[config.mk]
export PLATFORM = sky130hd
export DESIGN_NAME = matrix_key_scan
export DESIGN_NICKNAME = d
export VERILOG_FILES = /design/src/rtl/matrix_key_scan.sv
export SDC_FILE = /design/constraint.sdc
export NUM_CORES = 1
export LEC_CHECK = 0
export BUFFER_PORTS_ARGS = -buffer_cell sky130_fd_sc_hd__buf_2
export CORE_MARGIN = 3
export CORE_UTILIZATION = 45
export CTS_BUF_LIST = sky130_fd_sc_hd__clkbuf_8
export DETAILED_ROUTE_END_ITERATION = 8
export PLACE_DENSITY = 0.6
export SETUP_SLACK_MARGIN = 0.4
export SYNTH_ARGS = -nofsm -noshare
export SYNTH_HDL_FRONTEND = slang
export SYNTH_SLANG_ARGS = --single-unit
[constraint.sdc]
create_clock -name clk -period 7.95 [get_ports clk]
set_input_delay 1.59 -clock clk [delete_from_list [all_inputs] [get_ports clk]]
set_output_delay 1.59 -clock clk [all_outputs]
set_load 0.01 [all_outputs]
[src/rtl/matrix_key_scan.sv]
// matrix_key_scan: 4x4 keypad scanner with active-low row drive, column
// synchronizer, full-map debounce and single-shot press events.
module matrix_key_scan #(
    parameter logic [15:0] SCAN_TIME      = 16'd50_000,
    parameter logic [3:0]  DEBOUNCE_SCANS = 4'd5
) (
    input  logic        clk,
    input  logic        rst,
    input  logic [3:0]  col,
    output logic [3:0]  row,
    output logic [15:0] key_map,
    output logic [3:0]  key_code,
    output logic        key_valid,
    output logic        key_down
);
    typedef enum logic {RELEASED, PRESSED} state_t;

    logic [3:0]  col_m;
    logic [3:0]  col_s;
    logic [15:0] cnt;
    logic [1:0]  row_idx;
    logic [15:0] snap;
    logic [15:0] prev;
    logic [15:0] full;
    logic [3:0]  stable_cnt;
    logic [3:0]  stable_next;
    logic        wrap;
    logic        done;
    state_t      state;
    state_t      state_next;
    logic        fire;
    logic [3:0]  lowest;

    // Idle columns read high, so the synchronizer resets to all-ones.
    always_ff @(posedge clk) begin
        if (rst) begin
            col_m <= 4'hF;
            col_s <= 4'hF;
        end else begin
            col_m <= col;
            col_s <= col_m;
        end
    end

    assign wrap = (cnt == SCAN_TIME - 16'd1);
    assign done = wrap && (row_idx == 2'd3);

    // Row output moves on the same edge as row_idx.
    always_ff @(posedge clk) begin
        if (rst) begin
            cnt     <= '0;
            row_idx <= '0;
            row     <= 4'b1110;
        end else if (wrap) begin
            cnt     <= '0;
            row_idx <= row_idx + 2'd1;
            row     <= ~(4'b0001 << (row_idx + 2'd1));
        end else begin
            cnt <= cnt + 16'd1;
        end
    end

    always_comb begin
        full = snap;
        full[{row_idx, 2'b00} +: 4] = ~col_s;
    end

    always_comb begin
        stable_next = '0;
        if (full == prev) begin
            if (stable_cnt >= DEBOUNCE_SCANS)
                stable_next = DEBOUNCE_SCANS;
            else
                stable_next = stable_cnt + 4'd1;
        end
    end

    // The completion compare uses full, which already holds the row 3 sample.
    always_ff @(posedge clk) begin
        if (rst) begin
            snap       <= '0;
            prev       <= '0;
            stable_cnt <= '0;
            key_map    <= '0;
        end else if (wrap) begin
            snap <= full;
            if (done) begin
                prev       <= full;
                stable_cnt <= stable_next;
                if (stable_next == DEBOUNCE_SCANS)
                    key_map <= full;
            end
        end
    end

    always_ff @(posedge clk) begin
        if (rst)
            state <= RELEASED;
        else
            state <= state_next;
    end

    always_comb begin
        state_next = state;
        unique case (state)
            RELEASED: if (key_map != 16'h0) state_next = PRESSED;
            PRESSED:  if (key_map == 16'h0) state_next = RELEASED;
        endcase
    end

    always_comb begin
        fire     = (state == RELEASED) && (key_map != 16'h0);
        key_down = (state == PRESSED);
        lowest   = '0;
        for (int i = 15; i >= 0; i--)
            if (key_map[i]) lowest = i[3:0];
    end

    always_ff @(posedge clk) begin
        if (rst) begin
            key_valid <= 1'b0;
            key_code  <= '0;
        end else begin
            key_valid <= fire;
            if (fire)
                key_code <= lowest;
        end
    end
endmodule

* Yosys cells after proc, flatten, opt, wreduce, memory -nomap -nowiden
Cells that the tools add are included.
Storage, ports and cells: output and inout port bits 26, word-level logic and storage cells 56, flip-flop bits (word level) 88
Operators by class: bitwise operators 3, eq/ne operators 4, reductions and logical operators 7, add/sub/neg operators 4, multiplexer cells 22, shift-type cells 3, magnitude comparators 1
Operators with widths (count):
- 4-bit 2-to-1 mux | 18
- 16-bit by 1-bit adder with 16-bit output, second input constant | 1
- 16-bit bitwise mux | 1
- 16-bit equality test | 1
- 16-bit equality test, second input constant | 1
- 16-bit zero test | 1
- 16-bit nonzero test | 1
- 4-bit by 6-bit variable shift with 16-bit output, first input constant | 1
- 4-bit by 6-bit variable part select with 16-bit output | 1
- 4-bit inverter | 2
- 4-bit negation with 6-bit output | 1
- 4-bit by 1-bit adder with 4-bit output, second input constant | 1
- 4-bit by 3-bit equality test with 1-bit output, second input constant | 1
- 4-bit by 3-bit >= comparator with 1-bit output, second input constant | 1
- 1-bit by 2-bit << shifter with 4-bit output, first input constant | 1
- 3-bit AND reduction | 1
- 2-bit by 1-bit adder with 2-bit output, second input constant | 1
- 2-bit equality test, second input constant | 1
- 1-bit logical AND | 2
- 1-bit 2-to-1 mux | 2
- 1-bit one-hot mux with 2 select lines | 1
- 2-bit AND reduction | 1
- 2-bit OR reduction | 1
- 1-bit inverter | 1

* Depth between registers and ports, before layout
Gate-level depths: netlist of run 1.
depth in word-level cells 16, gate-level depth with buffers 13

* Worst setup path after synthesis of run 1
Ideal clock, no wire load.
path kind register to register, start point register row_idx[0], end point register key_map[10], data required time 7829 ps, setup time 121 ps, path slack 5015 ps, data arrival time 2814 ps, path buffers 3, stages on the path, launching flop included 13, cells stage by stage dfxtp_1 buf_2 inv_1 ha_1 buf_2 nor4b_1 o32ai_1 a311oi_1 o2111ai_1 nor3_4 nand3_4 buf_6 mux2_4
On the way: cells in the longest elaborated chain, start to end 7, elaborated cells between the ends (all ways) 10, classes of those cells add/sub: 1; eq/ne: 3; shift: 2; mux: 2; reduce/logical: 2
RTL lines:
- start: declaration | RTL line 21 | logic [1:0] row_idx;
- start signal: assignment | RTL line 56 | row_idx <= row_idx + 2'd1;
- 4-bit negation with 6-bit output | RTL line 65 | full[{row_idx, 2'b00} +: 4] = ~col_s;
- 4-bit by 6-bit variable part select with 16-bit output or 4-bit by 6-bit variable shift with 16-bit output (tied branches) | RTL line 65
- 16-bit bitwise mux | RTL line 65
- 16-bit equality test | RTL line 70 | if (full == prev) begin
- 4-bit 2-to-1 mux | RTL line 70
- 4-bit by 3-bit equality test with 1-bit output | RTL line 90 | if (stable_next == DEBOUNCE_SCANS)
- 3-bit AND reduction (no source line)
- end signal: assignment | RTL line 91 | key_map <= full;
- end: declaration | RTL line 11 | output logic [15:0] key_map,
Parallel ways exist; a longest one is shown, timed or not. A chain may end at the register's enable or synchronous reset.

* Worst setup path in the final report of run 1
start point register row_idx[0], end point register key_map[8]
Same word-level chain as after synthesis.

==> impl_metrics.json, run 1 <==
{
  "status": "completed",
  "fmax_mhz": 277,
  "grt_max_degree": 92,
  "insertedDiodeCount": 0,
  "rows": 34,
  "power.switching_mw": 0.172,
  "grt_use_total": 0.180,
  "dr.pass1.iters": 5,
  "place_hpwl_um": 6460,
  "htreeDepth": 3,
  "wl_per_cell_um": 14.5,
  "n_fill_cell": 848,
  "synthXorXnorAreaFrac": 0.0474,
  "yosys.area_share.simple": 0.254,
  "ir_drop_v": 0.0000796,
  "relSlewSlack": 0.288,
  "hold_buffers": 0,
  "fin_crit_ns": 3.61,
  "total_power_mw": 0.838,
  "synth_edf_count": 0,
  "fp.dieArea_um2": 10700,
  "timing.rr.start": "row_idx[0]",
  "intPower_mw": 0.665,
  "grt_pass1_vias": 3150,
  "finalMaxSlewViolations": 0,
  "switching_share": 0.206,
  "holdWs_ns": 0.410,
  "async_flop_share": 0,
  "finalInstanceArea_um2": 4690,
  "grt_pass1_wl_um": 15200,
  "syn_area_per_cell_um2": 8.65,
  "synth_area_leaders": "dfxtp_1 41%, nor2_1 7.5%, a211oi_1 4.9%, nor2b_1 3.7%, mux2_4 3.2%",
  "synth_mux_area_frac": 0.0594,
  "clock_latency_ns": 0.36,
  "worstReg2RegEnd": "key_map[8]",
  "path_class": "reg2reg",
  "synth_top_family_by_area": "simple AND/OR/NAND/NOR gates",
  "cts_tree": "done",
  "antenna_found_initial": 0,
  "reg2reg_slack_ns": 4.34,
  "yosys_warnings": 0,
  "io_buffers": 31,
  "finalCritPeriodShare": 0.454,
  "die_w_um": 103,
  "worstHoldEndpoint": "col_s[3]",
  "clockPowerShare": 0.445,
  "grt-ovfl-total": 0,
  "holdPathStages": 1,
  "ys_seq_elements": 88,
  "power_frac_seq": 0.532,
  "numCtsBuffers": 9,
  "cts_resized": 0,
  "startpoint_type": "register",
  "cts_setup_buffers": 0,
  "setup_tns_ns": 0,
  "drive_gt1_frac": 0.156,
  "num-nets-final": 524,
  "routed-via-count": 3408,
  "leakage_nw": 1.83,
  "placed_cells": 606,
  "netlist.area_leader.share": 0.414,
  "placed_cell_area_um2": 4450,
  "drv_cap": 0,
  "synthAdderAreaFrac": 0.0265,
  "root_buffer": "clkbuf_8",
  "worstSetupEndpointType": "register",
  "synth_compound_area_frac": 0.153,
  "clk_path_buf_depth": 2,
  "io_pins": 32,
  "arrival_ns": 3.85,
  "cp.required_ns": 8.19,
  "drc": 0,
  "drt_iter0_markers": 212,
  "ant_nets": 0,
  "ys.flop_type": "dfxtp_1",
  "rsz0062_at_grt": "false",
  "yosysSeqAreaShare": 0.414,
  "p_comb_frac": 0.023,
  "hold_viol_final": 0,
  "wl_um": 8990,
  "final.setup_skew_ns": 0.0112,
  "worstMarginPinSlew_ns": 1.07,
  "core_area_um2": 8930,
  "viasPerCell": 5.49,
  "reg2regPathDepth": 9,
  "syn_nets": 507,
  "synth.distinct_cells": 57,
  "finalNonFillerCells": 621,
  "die_h_um": 103,
  "synth_area_leader_cell": "dfxtp_1",
  "netlist_instances": 492,
  "min-delay-start": "col_m[3]",
  "initial_utilization": 0.476,
  "area_delta_synth_final_pct": 10.3,
  "place_congestion": 0.879,
  "p_per_area_nw_per_um2": 178,
  "syn_area_um2": 4250,
  "cts.sink_count": 88,
  "cp_max_fo": 16,
  "min_path_type": "reg2reg",
  "clkTransAtPathRegs_ns": 0.09,
  "finalSetupViolCount": 0
}
==> synthesized netlist by cell type, types with 2 or more instances <==
cell,instances
o31ai_1,2
or4_1,2
a21oi_1,23
buf_2,5
a2111oi_0,2
mux2_2,6
o21ai_0,3
a221oi_1,3
nor2b_1,25
xor2_1,12
mux2_4,9
and2_1,3
nor4_1,4
or3_1,3
buf_1,2
a211oi_1,28
mux2i_1,5
a211o_1,3
nand2_1,24
nand3_1,13
a31oi_1,11
clkbuf_1,19
inv_1,21
xnor2_1,11
nor2_1,85
dfxtp_1,88
nand4_1,6
o2111ai_1,2
o22ai_1,4
nor3_1,12
nand3b_1,2
and3_1,8
nand2b_1,5
ha_1,9
or2_2,10
==> placed cells by master (no fill, tap or decap), types with 4 or more instances in the layout <==
master	n
a211oi_1	28
a21oi_1	23
a31oi_1	11
and3_1	8
buf_2	31
clkbuf_8	10
dfxtp_1	88
ha_1	9
inv_1	21
mux2_2	6
mux2_4	9
mux2i_1	5
nand2_1	24
nand2b_1	5
nand3_1	13
nand4_1	6
nor2_1	85
nor2b_1	25
nor3_1	12
o22ai_1	4
or2_2	10
xnor2_1	11
xor2_1	12
==> cell families (layout without fill, tap and decap cells) <==
| logic type | Yosys count | in the layout |
|---|---|---|
| adder cells (fa/ha/maj) | 9 | 9 |
| buffers and inverters | 48 | 69 |
| XOR/XNOR | 23 | 23 |
| AO/OA/AOI/OAI | 93 | 93 |
| AND/OR/NAND/NOR | 211 | 211 |
| multiplexers | 20 | 20 |
| flip-flops | 88 | 88 |
==> flip-flops by register name (all words and copies together), names as in the netlist <==
register,count
snap,16
stable_cnt,4
key_valid,1
row_idx,2
cnt,16
key_down,1
prev,16
col_m,4
col_s,4
key_map,16
key_code,4
row,4
==> critical path: stages, from the launching register on <==
cell and delay (ns):
dfxtp_1 0.65, inv_1 0.18, ha_1 0.53, nor2b_1 0.39
a211oi_1 0.14, a311oi_1 0.28, o2111ai_1 0.26, nor3_4 0.36
nand3_4 0.30, mux2_4 0.37
==> power by group through the flow <==
stage	logic [mW]	registers (mW)	clock network, mW
floorplan	0.0158	0.455	0
global placement	0.0195	0.456	0
detailed placement	0.0196	0.456	0
CTS	0.0195	0.446	0.382
global route	0.0218	0.447	0.399
finish	0.0193	0.446	0.372
==> worst max-delay path by stage <==
| stage | startpoint | end | slack [ns] | cells after the start |
|---|---|---|---|---|
| floorplan | row_idx[0] | key_map[10] | 5.01 | 12 |
| global placement | row_idx[0] | key_map[11] | 4.57 | 9 |
| detailed placement | row_idx[0] | key_map[12] | 4.42 | 9 |
| CTS | row_idx[0] | key_map[12] | 4.40 | 9 |
| global route | row_idx[0] | key_map[8] | 4.13 | 9 |
| finish | row_idx[0] | key_map[8] | 4.34 | 9 |
==> per-layer routing <==
metal	track usage	share of wire	up-vias
met2	0.284	0.45	72
li1	-	-	1750
met4	0.0598	0.010	0
met3	0.0262	0.043	9
met5	0	0	-
met1	0.252	0.49	1577
==> cell type report <==
cell class                      instances  area, um2  area share
Multi-Input combinational cell        356       2300       0.491
Sequential cell                        88       1760       0.375
Timing Repair Buffer                   33        170      0.0363
Clock buffer                           10        138      0.0293
Tap cell                              108        135      0.0288
Clock inverter                          5        105      0.0224
Inverter                               21       78.8      0.0168
==> metrics by stage <==
step | utilization | setup WS (ns)
3_3_place_gp | 0.498 | 4.57
3_5_place_dp | 0.498 | 4.42
4_1_cts | 0.525 | 4.40
5_1_grt | 0.525 | 4.13
2_1_floorplan | - | 5.01
6_report | 0.525 | 4.34
No activity file was read; power rests on OpenSTA's default activity.
==> run 2: changes to the inputs <==
--- a/config.mk
+++ b/config.mk
@@ -5,6 +5,7 @@
 export SDC_FILE = /design/constraint.sdc
 export NUM_CORES = 1
 export LEC_CHECK = 0
+export ABC_AREA = 1
 export BUFFER_PORTS_ARGS = -buffer_cell sky130_fd_sc_hd__buf_2
 export CORE_MARGIN = 3
 export CORE_UTILIZATION = 45
==> constraint.sdc (replaced) <==
create_clock -name clk -period 3.6 [get_ports clk]
set_input_delay 0.72 -clock clk [delete_from_list [all_inputs] [get_ports clk]]
set_output_delay 0.72 -clock clk [all_outputs]
set_load 0.01 [all_outputs]
==> run 2 against run 1 <==
Compared with the run above: synthesized cell count increased by 26%; worst hold slack improved by 0.0015 ns; total power increased by 99%; wire length increased by 6.6%; register-to-register slack got worse by 3.6 ns; sequential power increased by 120%; worst setup slack got worse by 3.6 ns; non-clock buffer count increased by 3; sequential cell count unchanged; clock skew decreased by 0.0013 ns; combinational power increased by 140%; via count increased by 12%.
==> impl_metrics.json, run 2 <==
{
  "root_buffer": "clkbuf_8",
  "insertedDiodeCount": 0,
  "netlist.area_leader.share": 0.422,
  "grt_pass1_vias": 3621,
  "final_common_cell": "nand2_1",
  "place_congestion": 0.825,
  "cp.required_ns": 3.90,
  "async_flop_share": 0,
  "area_delta_synth_final_pct": 10.1,
  "finalNonFillerCells": 759,
  "n_fill_cell": 924,
  "num-nets-final": 661,
  "synth_area_leader_cell": "dfxtp_1",
  "final_cell_mix": "147 x nand2_1, 93 x inv_1, 88 x dfxtp_1",
  "drc": 0,
  "final_util": 0.518,
  "cts_setup_buffers": 0,
  "fp.dieArea_um2": 10500,
  "clkTransAtPathRegs_ns": 0.09,
  "yosysMostFrequentCell": "nand2_1",
  "startpoint_type": "register",
  "rsz0062_at_grt": "false",
  "hold_buffers": 0,
  "multi_input_area_um2": 1980,
  "hold_viol_final": 0,
  "min-delay-start": "col_m[2]",
  "arrival_ns": 3.12,
  "routed-via-count": 3822,
  "min_path_type": "reg2reg",
  "yosys_warnings": 0,
  "final.setup_skew_ns": 0.00984,
  "timing.rr.start": "row_idx[0]",
  "ir_drop_v": 0.000186,
  "cp-endpoint": "key_map[14]",
  "drive_gt1_frac": 0.108,
  "path_class": "reg2reg",
  "clock_latency_ns": 0.36,
  "ys_seq_elements": 88,
  "worstMarginPinSlew_ns": 0.608,
  "ant_nets": 0,
  "relSlewSlack": 0.594,
  "numCtsBuffers": 9,
  "grt_use_total": 0.201,
  "place_hpwl_um": 6920,
  "holdWs_ns": 0.411,
  "cp_max_fo": 16,
  "syn_area_per_cell_um2": 6.76,
  "grt_pass1_wl_um": 16700,
  "ff_latch_area_um2": 1760,
  "die_w_um": 102,
  "synth_edf_count": 0,
  "synth_common_cells": "147 x nand2_1, 93 x inv_1, 88 x dfxtp_1, 88 x nor2_1, 40 x a21oi_1",
  "io_buffers": 31,
  "viasPerCell": 5.04,
  "syn_area_um2": 4180,
  "place_ws_ns": 0.662,
  "fin_crit_ns": 2.81,
  "ys.flop_type": "dfxtp_1",
  "finalMaxSlewViolations": 0,
  "cts.sink_count": 88,
  "yosysSeqAreaShare": 0.422,
  "reg2regPathDepth": 13,
  "drv_cap": 0,
  "setup_tns_ns": 0,
  "status": "completed",
  "synth_area_leaders": "dfxtp_1 42%, nand2_1 13%, inv_1 8.4%, nor2_1 7.9%, a21oi_1 4.8%",
  "rows": 34,
  "syn_nets": 633,
  "finalSetupViolCount": 0,
  "htreeDepth": 3,
  "initial_utilization": 0.470,
  "p_per_area_nw_per_um2": 363,
  "fmax_mhz": 355,
  "die_h_um": 102,
  "antenna_found_initial": 0,
  "drt_iter0_markers": 148,
  "core_area_um2": 8890,
  "leakage_nw": 2.02,
  "grt_max_degree": 46,
  "io_pins": 32,
  "dr.pass1.iters": 4,
  "worstSetupEndpointType": "register",
  "grt-ovfl-total": 0,
  "placed_cells": 743,
  "cts_tree": "done",
  "worstReg2RegEnd": "key_map[14]",
  "clk_path_buf_depth": 2,
  "netlist_instances": 618,
  "finalCritPeriodShare": 0.782,
  "crit_start": "row_idx[0]",
  "fin_ws_ns": 0.785,
  "wl_per_cell_um": 12.6,
  "synth.distinct_cells": 31,
  "reg2reg_slack_ns": 0.79,
  "wl_um": 9580
}
## run 2: cell types whose count changed in the layout (fill, tap and decap cells not counted), moves of 16 or more
cell | previous run | this run
o21ai_0 | 3 | 30
nor2b_1 | 25 | 0
inv_1 | 21 | 93
a21oi_1 | 23 | 40
nand3_1 | 13 | 39
a211oi_1 | 28 | 12
nand2_1 | 24 | 147
## run 2: through the flow
stage,instance area [um2],power (mW)
6_report,4600,1.67
5_1_grt,4600,1.74
4_1_cts,4600,1.70
3_5_place_dp,4420,1.05
3_3_place_gp,4420,1.05
2_1_floorplan,4180,1.04
## run 2: final cells by class
type | count | area share
Clock buffer | 10 | 0.0299
Clock inverter | 6 | 0.00924
Inverter | 95 | 0.0775
Multi-Input combinational cell | 416 | 0.429
Sequential cell | 88 | 0.383
Tap cell | 108 | 0.0294
Timing Repair Buffer | 36 | 0.0419
## run 2: logic make-up after synthesis
logic type / synth area share
AO/OA/AOI/OAI: 0.126
XOR/XNOR: 0.00210
adder cells (fa/ha/maj): 0.0269
buffers and inverters: 0.107
flip-flops: 0.422
AND/OR/NAND/NOR: 0.316
## run 2: layer usage
| metal | routed length (um) | up-vias | share of wire | track usage |
|---|---|---|---|---|
| met4 | 155 | 0 | 0.016 | 0.0626 |
| met5 | 0 | - | 0 | 0 |
| li1 | - | 2014 | - | - |
| met1 | 4570 | 1718 | 0.48 | 0.251 |
| met2 | 4410 | 78 | 0.46 | 0.340 |
| met3 | 439 | 12 | 0.046 | 0.0519 |
## run 2: worst max-delay path: stages (launching register included)
cell      delay, ns
dfxtp_1        0.42
inv_2          0.12
ha_1           0.37
nor2_1         0.28
nand2_1        0.15
o211ai_1       0.10
nand2_1        0.08
nor2_1         0.11
nand2_1        0.06
nor2_1         0.20
nand3_2        0.17
nor3_4         0.50
nor2_1         0.08
nor2_1         0.12
## run 2: repair_timing
item,CTS,global route
setup endpoints to repair,0,14
resized for setup,0,1
endpoints found under the hold margin,0,0
## run 2: worst min-delay path by stage
| stage | endpoint | slack (ns) | cells past startpoint |
|---|---|---|---|
| finish | col_s[2] | 0.41 | 1 |
| global route | col_s[3] | 0.43 | 1 |
| CTS | col_s[2] | 0.41 | 1 |
| detailed placement | col_s[3] | 0.39 | 1 |
| global placement | col_s[3] | 0.39 | 1 |
| floorplan | col_s[0] | 0.39 | 1 |
## run 2: where the power goes
part / internal, mW / switching [mW]
registers: 0.979 / 0.00306
logic: 0.0149 / 0.0314
clock network: 0.272 / 0.369
==> run 3: changes to the inputs <==
--- a/config.mk
+++ b/config.mk
@@ -11,7 +11,7 @@
 export CORE_UTILIZATION = 45
 export CTS_BUF_LIST = sky130_fd_sc_hd__clkbuf_8
 export DETAILED_ROUTE_END_ITERATION = 8
-export PLACE_DENSITY = 0.6
+export PLACE_DENSITY = 0.62
 export SETUP_SLACK_MARGIN = 0.4
 export SYNTH_ARGS = -nofsm -noshare
 export SYNTH_HDL_FRONTEND = slang
==> constraint.sdc (replaced) <==
create_clock -name clk -period 2.4 [get_ports clk]
set_input_delay 0.48 -clock clk [delete_from_list [all_inputs] [get_ports clk]]
set_output_delay 0.48 -clock clk [all_outputs]
set_load 0.01 [all_outputs]
==> run 3 against run 2 <==
Compared with the run above: via count grew 1.6%; worst setup slack lost 0.64 ns; total power grew 53%; maximum frequency grew 25%; sequential power grew 50%; clock power grew 56%; first-iteration DRC count grew 21%; critical endpoint is now key_map[11]; largest cell class unchanged; highest routed layer unchanged.
==> impl_metrics.json, run 3 (synthesis gave the netlist of run 2 again) <==
{
  "finalCritPeriodShare": 0.941,
  "cts_tree": "done",
  "place_hpwl_um": 7060,
  "final_cell_mix": "139 x nand2_1, 92 x inv_1, 86 x dfxtp_1",
  "place_congestion": 0.861,
  "rows": 34,
  "clock_latency_ns": 0.36,
  "drive_gt1_frac": 0.182,
  "antenna_found_initial": 0,
  "fin_ws_ns": 0.143,
  "numCtsBuffers": 9,
  "startpoint_type": "register",
  "insertedDiodeCount": 0,
  "reg2reg_slack_ns": 0.14,
  "grt_max_degree": 29,
  "min_path_type": "in2reg",
  "drt-met1-wl_um": 4700,
  "htreeDepth": 3,
  "total_power_mw": 2.55,
  "worstMarginPinSlew_ns": 0.515,
  "worst_path_largest_cell_delay_ns": 0.39,
  "path_cells": "inv_8 -> ha_4 -> nand2_4 -> nor2_4 -> nand2_2 -> o211ai_1 -> nand2_1 -> nor2_2 -> nand2_2 -> nor2_4 -> nand3_4 -> nor2_4 -> buf_12 -> nand3_1 -> nand2_1 -> nor2_1",
  "die_h_um": 102,
  "area_delta_synth_final_pct": 19.3,
  "crit_family": "simple AND/OR/NAND/NOR gates",
  "drv_cap": 0,
  "worstHoldEndpoint": "col_m[1]",
  "place_ws_ns": 0.0954,
  "routed-via-count": 3884,
  "die_w_um": 102,
  "clk_path_buf_depth": 2,
  "cp_max_fo": 17,
  "grt_use_total": 0.197,
  "worst-path-buf-inv": 2,
  "finalSetupViolCount": 0,
  "ant_nets": 0,
  "fmax_mhz": 443,
  "wl_met3_um": 312,
  "fin_crit_ns": 2.26,
  "worstReg2RegEnd": "key_map[11]",
  "status": "completed",
  "hold_viol_final": 0,
  "arrival_ns": 2.52,
  "initial_utilization": 0.470,
  "cp_common_cell": "nor2_4",
  "finalMaxSlewViolations": 0,
  "wl_um": 9910,
  "clkTransAtPathRegs_ns": 0.09,
  "viasPerCell": 4.99,
  "grt_pass1_vias": 3519,
  "reg2regPathDepth": 16,
  "fp.dieArea_um2": 10500,
  "drc": 0,
  "min-delay-start": "col[1]",
  "io_pins": 32,
  "cts.sink_count": 88,
  "io_buffers": 31,
  "holdPathStages": 2,
  "num-nets-final": 680,
  "path_class": "reg2reg",
  "dr.pass1.iters": 5,
  "final.setup_skew_ns": 0.00935,
  "routed.top_layer": "met4",
  "grt_pass1_wl_um": 16200,
  "wl_per_cell_um": 12.7,
  "holdWs_ns": 0.300,
  "p_per_area_nw_per_um2": 511,
  "grt-ovfl-total": 0,
  "dr_wl_met2_um": 4800,
  "drt_iter0_markers": 179,
  "core_area_um2": 8890,
  "leakage_nw": 2.19,
  "crit_start": "row_idx[0]",
  "timing.rr.start": "row_idx[0]",
  "setup_tns_ns": 0,
  "relSlewSlack": 0.654,
  "rsz0062_at_grt": "true",
  "root_buffer": "clkbuf_8",
  "final_common_cell": "nand2_1",
  "cp.required_ns": 2.66,
  "worstSetupEndpointType": "register",
  "slowest_stage": "dfxtp_4",
  "ir_drop_v": 0.000308
}
==> run 3: cell types whose count changed in the layout (fill, tap and decap cells not counted), sizes merged <==
cell      previous run  this run
buf                 36        54
bufinv               0         1
clkinvlp             2         1
inv                 97        98
==> run 3: layout make-up <==
| cell class | instances | area [um2] |
|---|---|---|
| Clock inverter | 7 | 66.3 |
| Multi-Input combinational cell | 416 | 2140 |
| Fill cell | 863 | 3910 |
| Timing Repair Buffer | 55 | 375 |
| Sequential cell | 88 | 1770 |
| Clock buffer | 9 | 124 |
| Tap cell | 108 | 135 |
| Inverter | 95 | 369 |
==> run 3: layer usage <==
metal  vias up  global-route usage
li1       2059                   -
met1      1769               0.252
met2        46               0.339
met3        10              0.0348
met4         0              0.0585
met5         -                   0
==> run 3: how the worst max path moves through the flow <==
stage             endpoint  slack, ns  cells past startpoint
6_report       key_map[11]       0.14                     16
5_1_grt        key_map[11]      -0.02                     16
4_1_cts        key_map[11]       0.15                     16
3_5_place_dp   key_map[11]        0.1                     17
3_3_place_gp   key_map[10]       0.12                     17
2_1_floorplan  key_map[13]       0.29                     15
==> run 3: where the power goes <==
| group | total [mW] | switching [mW] | internal [mW] |
|---|---|---|---|
| Sequential | 1.47 | 0.00457 | 1.47 |
| Clock | 1.00 | 0.529 | 0.474 |
| Combinational | 0.0727 | 0.0475 | 0.0252 |
==> run 3: what timing repair did <==
action                     4_1_cts  5_1_grt
hold buffers                     0        0
buffers inserted                 7        6
gates resized for setup         17       31
pin swaps                        6       11
setup endpoints to repair       22       64
hold endpoints to repair         0        0
cloned                           0        1
==> run 3: through the flow <==
| stage | cells | cell area [um2] | utilization |
|---|---|---|---|
| 6_report | 778 | 4980 | 0.561 |
| 5_1_grt | 778 | 4980 | 0.561 |
| 4_1_cts | 771 | 4820 | 0.542 |
| 3_5_place_dp | 748 | 4530 | 0.509 |
| 3_3_place_gp | 748 | 4530 | 0.509 |
| 2_1_floorplan | 618 | 4230 | - |
